[config.mk]
export PLATFORM = sky130hd
export DESIGN_NAME = instr_fetch_unit
export DESIGN_NICKNAME = d
export VERILOG_FILES = /design/src/rtl/instr_fetch_unit.sv
export SDC_FILE = /design/constraint.sdc
export NUM_CORES = 1
export LEC_CHECK = 0
export ABC_CLOCK_PERIOD_IN_PS = 2300
export CORE_ASPECT_RATIO = 0.8
export CORE_MARGIN = 4
export CORE_UTILIZATION = 42
export CTS_BUF_LIST = sky130_fd_sc_hd__clkbuf_4 sky130_fd_sc_hd__clkbuf_8
export DETAILED_ROUTE_END_ITERATION = 10
export PLACE_DENSITY = 0.93
export RECOVER_POWER = 100
export SLEW_MARGIN = 15
export SYNTH_ARGS = -nofsm -noshare
export SYNTH_HDL_FRONTEND = slang
export SYNTH_SLANG_ARGS = --single-unit
[constraint.sdc]
create_clock -name clk -period 2.3 [get_ports clk]
set_input_delay 0.575 -clock clk [delete_from_list [all_inputs] [get_ports clk]]
set_output_delay 0.575 -clock clk [all_outputs]
set_load 0.1 [all_outputs]
[src/rtl/instr_fetch_unit.sv]
// Fetch stage: drives instruction-memory addresses, collects returned bytes and
// tracks two-byte (opcode + immediate) instructions for the IF/ID register.
module instr_fetch_unit #(
    parameter int         ADDR_W      = 8,
    parameter logic [ADDR_W-1:0] RESET_PC = '0,
    parameter logic [3:0] TWO_BYTE_OP = 4'hC,
    parameter logic [7:0] HALT_OP     = 8'hFF
) (
    input  logic              clk,
    input  logic              rst,
    input  logic              stall,
    input  logic              flush,
    input  logic              branch_taken,
    input  logic [ADDR_W-1:0] branch_target,
    input  logic [7:0]        imem_data,
    input  logic              imem_valid,
    output logic [ADDR_W-1:0] imem_addr,
    output logic              imem_req,
    output logic [7:0]        ir_new,
    output logic              sf1_out,
    output logic              fetch_valid,
    output logic [ADDR_W-1:0] pc,
    output logic              halted
);

    typedef enum logic [1:0] {
        S_F1   = 2'd0,
        S_F2   = 2'd1,
        S_HALT = 2'd2
    } state_t;

    state_t            state, state_next;
    logic [ADDR_W-1:0] pc_next;
    logic [7:0]        ir_next;
    logic              sf1_next;
    logic              fv_next;
    logic              halted_next;
    logic              accept;

    assign imem_addr = pc;
    assign imem_req  = rst & ~stall & ~flush & ~branch_taken & (state != S_HALT);
    assign accept    = imem_req & imem_valid;

    always_ff @(posedge clk) begin
        if (!rst) begin
            state <= S_F1;
        end else begin
            state <= state_next;
        end
    end

    always_ff @(posedge clk) begin
        if (!rst) begin
            pc          <= RESET_PC;
            ir_new      <= 8'h00;
            sf1_out     <= 1'b0;
            fetch_valid <= 1'b0;
            halted      <= 1'b0;
        end else begin
            pc          <= pc_next;
            ir_new      <= ir_next;
            sf1_out     <= sf1_next;
            fetch_valid <= fv_next;
            halted      <= halted_next;
        end
    end

    // Priority: branch > flush > stall > halt idle > accept > memory wait.
    always_comb begin
        state_next  = state;
        pc_next     = pc;
        ir_next     = ir_new;
        sf1_next    = sf1_out;
        fv_next     = fetch_valid;
        halted_next = halted;

        if (branch_taken) begin
            pc_next     = branch_target;
            state_next  = S_F1;
            halted_next = 1'b0;
            fv_next     = 1'b0;
            sf1_next    = 1'b0;
            ir_next     = 8'h00;
        end else if (flush) begin
            fv_next  = 1'b0;
            sf1_next = 1'b0;
            ir_next  = 8'h00;
            if (state != S_HALT) begin
                state_next = S_F1;
            end
        end else if (stall) begin
            state_next = state;
        end else if (state == S_HALT) begin
            fv_next  = 1'b0;
            sf1_next = 1'b0;
        end else if (accept) begin
            ir_next = imem_data;
            fv_next = 1'b1;
            pc_next = pc + ADDR_W'(1);
            if (state == S_F2) begin
                // The immediate is plain data, never decoded as an opcode.
                sf1_next   = 1'b1;
                state_next = S_F1;
            end else begin
                sf1_next = 1'b0;
                if (imem_data[7:4] == TWO_BYTE_OP) begin
                    state_next = S_F2;
                end else if (imem_data == HALT_OP) begin
                    state_next  = S_HALT;
                    halted_next = 1'b1;
                end
            end
        end else begin
            fv_next  = 1'b0;
            sf1_next = 1'b0;
        end
    end

endmodule

==> results.sh, run 1 <==
export IMPL_outcome="finished, final reports clean"
export IMPL_synth_area_mm2=0.00107
export IMPL_vias_per_cell=5.32
export IMPL_layout_min_cycle_time_ns=2.22
export IMPL_initial_core_util_pct=43.8
export IMPL_syn_nets=150
export IMPL_instances_no_fill=214
export IMPL_fin_skew_ns=0.0109
export IMPL_powerDensity_mw_per_mm2=561
export IMPL_critPathKind="in2out"
export IMPL_grt_pass1_wl_um=5180
export IMPL_pin_count=50
export IMPL_route_detailed_drc=0
export IMPL_io_buffers=49
export IMPL_critPathRequiredTime_ns=1.73
export IMPL_cts_root_buf="clkbuf_4"
export IMPL_vdd_drop_max_mv=0.269
export IMPL_die_w_um=64.4
export IMPL_synth_distinct_cells=38
export IMPL_gp_congestion=0.807
export IMPL_cap_violations=0
export IMPL_cts_setup_buffers=0
export IMPL_num_rows=16
export IMPL_hpwlAfterDp_um=2530
export IMPL_cts_buffers=3
export IMPL_synthesis_instances=127
export IMPL_hold_viol_final=0
export IMPL_cts_tree="built"
export IMPL_yosysSeqAreaShare_pct=39.3
export IMPL_die_area_mm2=0.00342
export IMPL_ant_nets=0
export IMPL_grt_total_usage_pct=19.5
export IMPL_clk_path_buf_depth=2
export IMPL_rsz0062_at_grt="false"
export IMPL_worstPathArrival_ns=1.64
export IMPL_clk_pin_slew_ns=0.10
export IMPL_drt_pass1_iterations=4
export IMPL_grt_pass1_vias=1089
export IMPL_dpl_cell_count=210
export IMPL_tightest_slew_ns=0.550
export IMPL_core_mm2=0.00244
export IMPL_synth_largest_area_cell="dfxtp_1"
export IMPL_drt_iter0_markers=30
export IMPL_synth_top_area_share_pct=39.3
export IMPL_crit_fanout=2
export IMPL_yosys_top_cells_area="dfxtp_1 (39%), nand2_1 (8.8%), buf_4 (7.0%)"
export IMPL_fin_nets=202
export IMPL_leakagePower_nw=0.624
export IMPL_cts_hold_buf=0
export IMPL_fmax_ghz=0.450
export IMPL_setup_ws_ns=0.0801
export IMPL_grt_overflow=0
export IMPL_start_kind="input port"
export IMPL_end_kind="output port"
export IMPL_antenna_cells=0
export IMPL_dp_slack_ns=-0.158
export IMPL_ys_seq_elements=21
export IMPL_slew_viol_final=0
export IMPL_clock_sinks=21
export IMPL_yosys_warnings=0
export IMPL_syn_avg_cell_area_um2=8.41
export IMPL_antenna_found_initial=0
export IMPL_slew_headroom_pct=63.5
export IMPL_drive_above_1_share_pct=27.5
export IMPL_hold_path_class="reg2reg"
export IMPL_clkLatencyLatePin_ns=0.31
export IMPL_reg2reg_slack_ns=0.71
export IMPL_via_count=1138
export IMPL_area_delta_synth_final_pct=41.2
export IMPL_die_h_um=53.1
export IMPL_setup_viol=0
export IMPL_grt_max_degree=12
export IMPL_period_share_pct=96.5
export IMPL_avgRoutedWirePerCell_um=14.7
export IMPL_h_tree_depth=1
export IMPL_routed_wl_um=3140
layer usage:
layer	GRT usage, %	vias to the layer above	routed length (um)	share of wire [%]
li1	-	557	-	-
met1	24.6	534	1310	42
met2	32.4	41	1580	50
met3	4.03	6	189	6.0
met4	8.77	0	59	1.9
met5	0	-	0	0
repair_timing:
item                       4_1_cts  5_1_grt
gates resized for setup          2        1
pin swaps                        1        1
setup endpoints to repair        1        1
hold endpoints to repair         0        0
power by group:
part	total [mW]	internal, mW	switching, mW
Combinational	0.269	0.0729	0.196
Clock	0.190	0.0796	0.110
Sequential	0.388	0.374	0.0141
Total	0.847	0.526	0.320
final cells by class:
cell class / instances / area, um^2
Tap cell: 36 / 45.0
Fill cell: 216 / 933
Sequential cell: 21 / 420
Multi-Input combinational cell: 88 / 556
Inverter: 4 / 15.0
Timing Repair Buffer: 61 / 443
Clock buffer: 4 / 30.0
worst paths after layout:
path              depth (start not counted)           end         start
setup / recovery                          5      imem_req  branch_taken
hold / removal                            2     ir_new[0]     ir_new[0]
setup reg to reg                          4  imem_addr[7]  imem_addr[3]
hold reg to reg                           2     ir_new[0]     ir_new[0]
cells in the mapped netlist, drive strengths merged:
master / count
ha: 1
o21ai: 5
or2: 1
a221oi: 1
a22oi: 1
nor3b: 2
a311oi: 4
inv: 4
and2: 2
nand3: 2
o21a: 2
nor3: 3
a211oi: 2
a32o: 2
clkbuf: 2
mux2i: 1
nand2: 25
a31oi: 3
nand2b: 2
dfxtp: 21
buf: 12
nor4: 2
o311a: 1
mux2: 1
nand4: 1
nor2b: 2
a21oi: 9
a21boi: 1
and3: 4
a41oi: 1
and4: 1
nor2: 3
o31a: 2
o221ai: 1
logic make-up after synthesis:
group	share of synthesized area, %
fa+ha+maj	1.17
simple gates	24.1
flops	39.3
compound gates	22.7
mux	1.99
buf+inv	10.7
layout by cell type (no fill, tap or decap), types with 3 or more instances in the layout:
cell,synthesis,final
dfxtp_1,21,21
nor2_1,3,3
buf_4,10,10
clkbuf_4,0,5
o21ai_0,5,5
a311oi_1,4,4
nor3_1,3,3
inv_1,4,4
a21oi_1,9,9
clkdlybuf4s50_1,0,17
nand2_1,25,25
a31oi_1,3,3
clkbuf_2,0,27
and3_1,4,4
worst max-delay path, cell delays in order:
cell and delay, ns:
dlygate4sd2_1 0.25, nand2b_4 0.14, or2_4 0.24, nor3b_4 0.20, buf_6 0.25
state kept, by name (all words and copies together) (netlist names):
signal and cells:
fetch_valid 1, halted 1, imem_addr 8, ir_new 8, sf1_out 1, state 2
per-stage QoR:
stage                     utilization (%)  total power, mW  setup TNS, ns  hold slack (ns)  area, um^2
after global routing                 61.8            0.876              0            0.481        1510
after global placement               63.8            0.674         -0.931            0.442        1560
after floorplan                         -            0.600         -0.316            0.449        1110
after CTS                            65.0            0.861              0            0.466        1590
final                                61.8            0.847              0            0.462        1510
after detailed placement             63.8            0.679          -1.90            0.451        1560
No activity file was read; power rests on OpenSTA's default activity.
==> inputs of run 2 (changes only) <==
- CAP_MARGIN: not set -> 0
==> results of run 2 <==
Same layout as run 1: the final DEF is identical, and so are final timing and power.
